### src/rtl/fifo_ctrl.sv
// fifo_ctrl: pointer, occupancy and status control for an 8-entry FIFO.
// Holds no data; it drives a one-hot write enable into an external register
// file and a select into an external first-word-fall-through read mux.
module fifo_ctrl (
  input  logic       clk,
  input  logic       reset,
  input  logic       wr_en,
  input  logic       rd_en,
  output logic [7:0] we,
  output logic [2:0] rd_addr,
  output logic [3:0] data_count,
  output logic       full,
  output logic       empty,
  output logic       wr_ack,
  output logic       wr_err,
  output logic       rd_ack,
  output logic       rd_err
);

  typedef enum logic [2:0] {
    IDLE   = 3'd0,
    WRITE  = 3'd1,
    READ   = 3'd2,
    RDWR   = 3'd3,
    WR_ERR = 3'd4,
    RD_ERR = 3'd5
  } state_t;

  logic [2:0] head_q, head_d;
  logic [2:0] tail_q, tail_d;
  logic [3:0] count_q, count_d;
  state_t     state_q, state_d;

  logic wr_ok;
  logic rd_ok;

  // Status flags come straight from the occupancy register.
  assign full       = (count_q == 4'd8);
  assign empty      = (count_q == 4'd0);
  assign data_count = count_q;
  assign rd_addr    = head_q;

  // Ack/err pulses are a pure decode of the registered state, so they never
  // depend combinationally on the request inputs.
  assign wr_ack = (state_q == WRITE) || (state_q == RDWR);
  assign rd_ack = (state_q == READ)  || (state_q == RDWR);
  assign wr_err = (state_q == WR_ERR);
  assign rd_err = (state_q == RD_ERR);

  // Accept requests against the current flags, decode write enable and next state.
  always_comb begin
    // NOTE: every signal gets a default first so no path leaves it unassigned,
    // which would otherwise infer a latch.
    wr_ok   = wr_en & ~full;
    rd_ok   = rd_en & ~empty;
    we      = 8'h00;
    tail_d  = tail_q + {2'b00, wr_ok};
    head_d  = head_q + {2'b00, rd_ok};
    count_d = count_q + {3'b000, wr_ok} - {3'b000, rd_ok};
    state_d = IDLE;

    // Requests are ignored while reset is held, so the register file is never
    // written during a reset cycle.
    if (wr_ok && !reset) begin
      we = 8'h01 << tail_q;
    end

    if (wr_ok && rd_ok) begin
      state_d = RDWR;
    end else if (wr_ok) begin
      state_d = WRITE;
    end else if (rd_ok) begin
      state_d = READ;
    end else if (wr_en) begin
      // A push reaching here was refused because the FIFO is full; it wins
      // over a simultaneously refused pop.
      state_d = WR_ERR;
    end else if (rd_en) begin
      state_d = RD_ERR;
    end else begin
      state_d = IDLE;
    end
  end

  // Pointer, occupancy and state registers with synchronous reset.
  always_ff @(posedge clk) begin
    // NOTE: sequential state uses non-blocking assignments so every register
    // samples the pre-edge values regardless of statement order.
    if (reset) begin
      head_q  <= 3'd0;
      tail_q  <= 3'd0;
      count_q <= 4'd0;
      state_q <= IDLE;
    end else begin
      head_q  <= head_d;
      tail_q  <= tail_d;
      count_q <= count_d;
      state_q <= state_d;
    end
  end

endmodule
### config.mk
export PLATFORM = sky130hd
export DESIGN_NAME = fifo_ctrl
export DESIGN_NICKNAME = d
export VERILOG_FILES = /design/src/rtl/fifo_ctrl.sv
export SDC_FILE = /design/constraint.sdc
export NUM_CORES = 1
export LEC_CHECK = 0
export BUFFER_PORTS_ARGS = -buffer_cell sky130_fd_sc_hd__clkbuf_2
export CAP_MARGIN = 20
export CELL_PAD_IN_SITES_DETAIL_PLACEMENT = 1
export CELL_PAD_IN_SITES_GLOBAL_PLACEMENT = 2
export CORE_MARGIN = 2
export CORE_UTILIZATION = 27
export CTS_BUF_LIST = sky130_fd_sc_hd__clkbuf_2
export CTS_CLUSTER_SIZE = 16
export DETAILED_ROUTE_END_ITERATION = 8
export PLACE_DENSITY = 0.79
export SKIP_CTS_REPAIR_TIMING = 1
export SYNTH_ARGS = -nofsm -noshare
export SYNTH_HDL_FRONTEND = slang
export SYNTH_SLANG_ARGS = --single-unit
### constraint.sdc
create_clock -name clk -period 2.4 [get_ports clk]
set_input_delay 0.6 -clock clk [delete_from_list [all_inputs] [get_ports clk]]
set_output_delay 0.6 -clock clk [all_outputs]
set_load 0.01 [all_outputs]
==> Yosys cells after proc, flatten, opt, wreduce, memory -nomap -nowiden <==
Cells that the tools add are included.
{ "op_classes": {"reduce_logical": 7, "shift": 1, "add_sub_neg": 4, "eq_ne": 6, "n_bitwise": 4, "n_mux": 6} }
{ "op_table": {"columns": ["cell", "count"], "rows": [
  ["two-way mux 8 bit", 1],
  ["left shift 1 x 3 -> 8 bit, first input constant", 1],
  ["adder 3 x 1 -> 3 bit", 2],
  ["equality test 3 x 2 -> 1 bit, second input constant", 2],
  ["equality test 3 bit, second input constant", 2],
  ["two-way mux 2 bit", 3],
  ["two-way mux 3 bit", 2],
  ["adder 4 x 1 -> 4 bit", 1],
  ["equality test 4 bit, second input constant", 1],
  ["zero test 4 bit", 1],
  ["OR reduction 4 bit", 1],
  ["subtractor 4 x 1 -> 4 bit", 1],
  ["equality test 3 x 1 -> 1 bit, second input constant", 1],
  ["bitwise AND 1 bit", 2],
  ["logical AND 1 bit", 2],
  ["logical OR 1 bit", 2],
  ["inverter 1 bit", 2],
  ["zero test 1 bit", 1]
]} }
{ "totals": {"wordCells": 33, "ff_bits": 13} }

==> Longest topological paths before layout <==
{ "logic_depth": {"word_depth": 6, "depth_mapped": 11} }

==> Worst setup path before layout <==
Ideal clock, no wire load.
{ "synth_path": {"path_type": "register to register", "start": "reg count_q[2], in the netlist data_count[2]", "end": "reg count_q[2], in the netlist data_count[2]", "required_time_ps": 2272, "period_less_slack_ps": 2282, "stages_incl_launch_ff": 11, "arrival_ps": 2155, "setup_slack_ps": 118, "cell_sequence": "dfxtp_1 > inv_1 > ha_1 > or3b_4 > and2_4 > ha_1 > ha_1 > inv_1 > fa_1 > xor2_1 > nor2_1"} }
{ "synth_between": {"elab_chain_cells": 5} }
{ "synth_rtl": {"columns": ["element", "line", "source"], "rows": [
  ["start, declared", "31", "logic [3:0] count_q, count_d;"],
  ["start signal, assigned", "97", "count_q <= count_d;"],
  ["equality test 4 bit", "38", "assign full = (count_q == 4'd8);"],
  ["inverter 1 bit", "54", "wr_ok = wr_en & ~full;"],
  ["bitwise AND 1 bit", "54", null],
  ["adder 4 x 1 -> 4 bit", "59", "count_d = count_q + {3'b000, wr_ok} - {3'b000, rd_ok};"],
  ["subtractor 4 x 1 -> 4 bit *", "59", null]
]} }
Every way passes the cells marked *; elsewhere a longest branch is shown, timed or not.
A chain may end at the register's enable or synchronous reset.

==> Worst setup path in the final report <==
{ "layout_path": {"start": "reg count_q[2], in the netlist data_count[2]", "end": "out we[0]"} }
{ "layout_between": {"elab_chain_cells": 5} }
{ "layout_rtl": {"columns": ["element", "line", "source"], "rows": [
  ["equality test 4 bit", "38", null],
  ["inverter 1 bit", "54", null],
  ["bitwise AND 1 bit", "54", null],
  ["logical AND 1 bit", "64", "if (wr_ok && !reset) begin"],
  ["two-way mux 8 bit", "64", null],
  ["end, declared", "9", "output logic [7:0] we,"]
]} }
No other way between the ends.

==> flow_metrics.py <==
metrics = {
    "power": {
        "powerDensity_mw_per_mm2": 946,
        "peakVddDrop_uv": 494,
        "p_comb_share_pct": 55.9,
        "switching_share_pct": 42.0,
        "fin_total_pwr_mw": 0.987,
        "internal-power_mw": 0.573,
        "p_sw_mw": 0.414,
        "seq_power_share_pct": 32.8,
        "power.share.clock_pct": 11.4,
        "leakagePower_nw": 0.491,
    },
    "timing": {
        "fmaxAchievable_mhz": 435,
        "hold_viol_final": 0,
        "slew_headroom_pct": 68.7,
        "fin_tns_setup_ps": 0,
        "tightest_slew_ps": 468,
        "fin_crit_sh_pct": 95.7,
        "setup_viol": 0,
        "fin_crit_ps": 2300,
        "fin_skew_ps": 9.66,
        "rsz0062_at_grt": "yes",
        "final-max-slew-violation-count": 0,
    },
    "floorplanning": {
        "num_io_pins": 25,
        "start_util_pct": 27.8,
        "fp.dieH_um": 56.9,
        "fp-row-count": 19,
        "chipWidth_um": 56.9,
        "core-area_mm2": 0.00271,
        "die-area_mm2": 0.00323,
    },
    "setup_path": {
        "reg2reg_to": "data_count[1]",
        "ff2ff_path_depth": 9,
        "cp_max_fo": 5,
        "worst-r2r-setup-slack_ps": 110,
        "crit_type": "register to output port",
        "arrival_ps": 1700,
        "cp-start-kind": "register",
        "crit_required_ps": 1800,
        "crit_chain": "inv_2 > ha_1 > or3b_4 > and2_4 > inv_8 > nor4_4 > buf_2",
        "worstSetupEndpointType": "output port",
        "cp_slowest_cell": "or3b_4",
        "r2r_start": "data_count[2]",
        "max_stage_delay_ps": 400,
    },
    "drt": {
        "num_vias": 665,
        "wirelength_um": 1860,
        "drcViolationCount": 0,
        "via_per_inst": 4.65,
        "first_pass_iters": 4,
        "postRouteAntennaNets": 0,
        "wl_per_cell_um": 13.0,
        "drt_iter0_drc": 6,
    },
    "grt": {
        "track_usage_pct": 11.6,
        "grt_pass1_wl_um": 2900,
        "overflow": 0,
        "antenna_found_initial": 0,
        "grt_pass1_vias": 667,
        "grt_max_degree": 12,
    },
    "synth": {
        "synth_seq_cells": 13,
        "synth_nets": 96,
        "syn_area_per_cell_um2": 9.43,
        "seq_area_frac_synth_pct": 34.5,
        "syn_inst": 80,
        "yosys_warnings": 0,
        "synthesis.area_um2": 754,
        "synth_cell_type_count": 27,
    },
    "placement": {
        "dp_hpwl_um": 1390,
        "numPortBuffers": 24,
        "place.gp.congestion": 0.756,
    },
    "cts": {
        "cts_sinks": 13,
        "numCtsBuffers": 3,
        "cts_max_path_buffers": 2,
        "root_buffer": "clkbuf_2",
        "insertion_delay_ps": 280,
        "cts.clk_slew.worst_paths_ps": 140,
        "cts_tree": "built",
        "htreeDepth": 1,
    },
    "cells_and_area": {
        "fill_cells": 329,
        "layout.nets": 129,
        "num_antenna_cells": 0,
        "drive_above_1_share_pct": 43.8,
        "syn_to_final_growth_pct": 38.3,
    },
    "worst_hold_path": {
        "holdPathEnd": "rd_addr[2]",
        "min-delay-start": "rd_addr[2]",
        "hold_depth": 2,
        "holdCritPathClass": "register to register",
    },
    "run": {
        "max-cap-violations": 0,
    },
    "run_status": {
        "outcome": "complete, no violations",
    },
}
[state kept, by name, indices dropped and copies added, names as in the netlist]
register    flops
data_count      4
rd_addr         3
state_q         3
tail_q          3
[placed cells by master (no fill, tap or decap), types with 2 or more instances in the layout]
cell / count
a21oi_1: 4
buf_2: 4
buf_4: 6
clkbuf_2: 23
dfxtp_1: 12
ha_1: 11
inv_1: 5
nand2b_1: 3
nor2_1: 10
nor2b_1: 8
nor4_4: 5
xnor2_1: 2
[cells by family after synthesis]
kind of cell | after synthesis | synth area share, %
mux | 1 | 1.33
compound gates | 5 | 3.81
buf+inv | 9 | 4.64
xor+xnor | 3 | 3.48
simple gates | 37 | 31.3
fa+ha+maj | 12 | 20.9
flops | 13 | 34.5
[area by class of cell]
cell class | instances | area, um2 | area share, %
inverter | 7 | 33.8 | 3.24
clock buffer | 3 | 15.0 | 1.44
multi-input combinational | 58 | 524 | 50.2
clock inverter | 1 | 5.00 | 0.480
sequential | 13 | 262 | 25.1
timing repair buffer | 30 | 165 | 15.8
tap | 31 | 38.8 | 3.72
[critical path, delay by kind of cell (launching register included)]
family	cells	cell delay (ps)
buffers and inverters	3	310
DFF	1	350
and+or+nand+nor	3	630
adders and majority gates	1	140
[worst max path at each step]
stage / start / endpoint / slack (ps) / cells after the start
after floorplan: data_count[2] / data_count[2] / 120 / 10
after global placement: data_count[2] / data_count[2] / 100 / 10
after detailed placement: data_count[2] / data_count[2] / 30 / 10
after CTS: data_count[2] / we[0] / -60 / 7
after global routing: data_count[2] / data_count[1] / -20 / 9
final: data_count[2] / we[0] / 100 / 7
[power groups by stage]
stage	combinational (mW)	clock, mW	sequential (mW)
after global routing	0.625	0.131	0.334
after CTS	0.503	0.118	0.321
final	0.551	0.112	0.324
after detailed placement	0.495	0	0.325
after floorplan	0.297	0	0.339
after global placement	0.488	0	0.321
[synthesized netlist by cell type]
cell      instances  share of area [%]
nor2_1           11                5.5
nand3b_1          1                1.0
clkbuf_1          1               0.50
and3b_1           1                1.2
or3b_4            1                1.5
xnor2_1           2                2.3
buf_2             1               0.66
nor3b_1           1                1.0
nor4_4            1                2.8
nand3_1           1               0.66
inv_2             1               0.50
nor3b_2           1                1.7
nor4_1            4                3.3
a31o_2            1                1.2
or2_2             1               0.83
inv_1             6                3.0
nand4b_1          1                1.2
dfxtp_1          13                 34
fa_1              1                2.7
nand2b_1          3                2.5
xor2_1            1                1.2
mux2i_1           1                1.3
a21oi_1           4                2.7
and2_4            1                1.2
nor2b_1           8                6.6
nand2_1           1               0.50
ha_1             11                 18
[routing by layer]
| metal | routed length [um] | share of wire [%] | vias to the layer above | track usage [%] |
|---|---|---|---|---|
| met5 | 0 | 0 | - | 0 |
| met4 | 28 | 1.5 | 0 | 3.32 |
| met3 | 79 | 4.2 | 4 | 4.84 |
| met2 | 931 | 50 | 14 | 19.3 |
| met1 | 824 | 44 | 314 | 13.6 |
| li1 | - | - | 333 | - |
[per-stage QoR]
stage	setup slack (ps)	instance area (um2)	hold WS (ps)	instances	utilization [%]
5_1_grt	-16.2	1040	598	143	38.5
3_3_place_gp	103	935	497	137	34.5
4_1_cts	-57.4	955	548	141	35.2
6_report	103	1040	534	143	38.5
3_5_place_dp	32.5	935	509	137	34.5
2_1_floorplan	118	754	538	80	-
(Power assumes the default switching activity.)
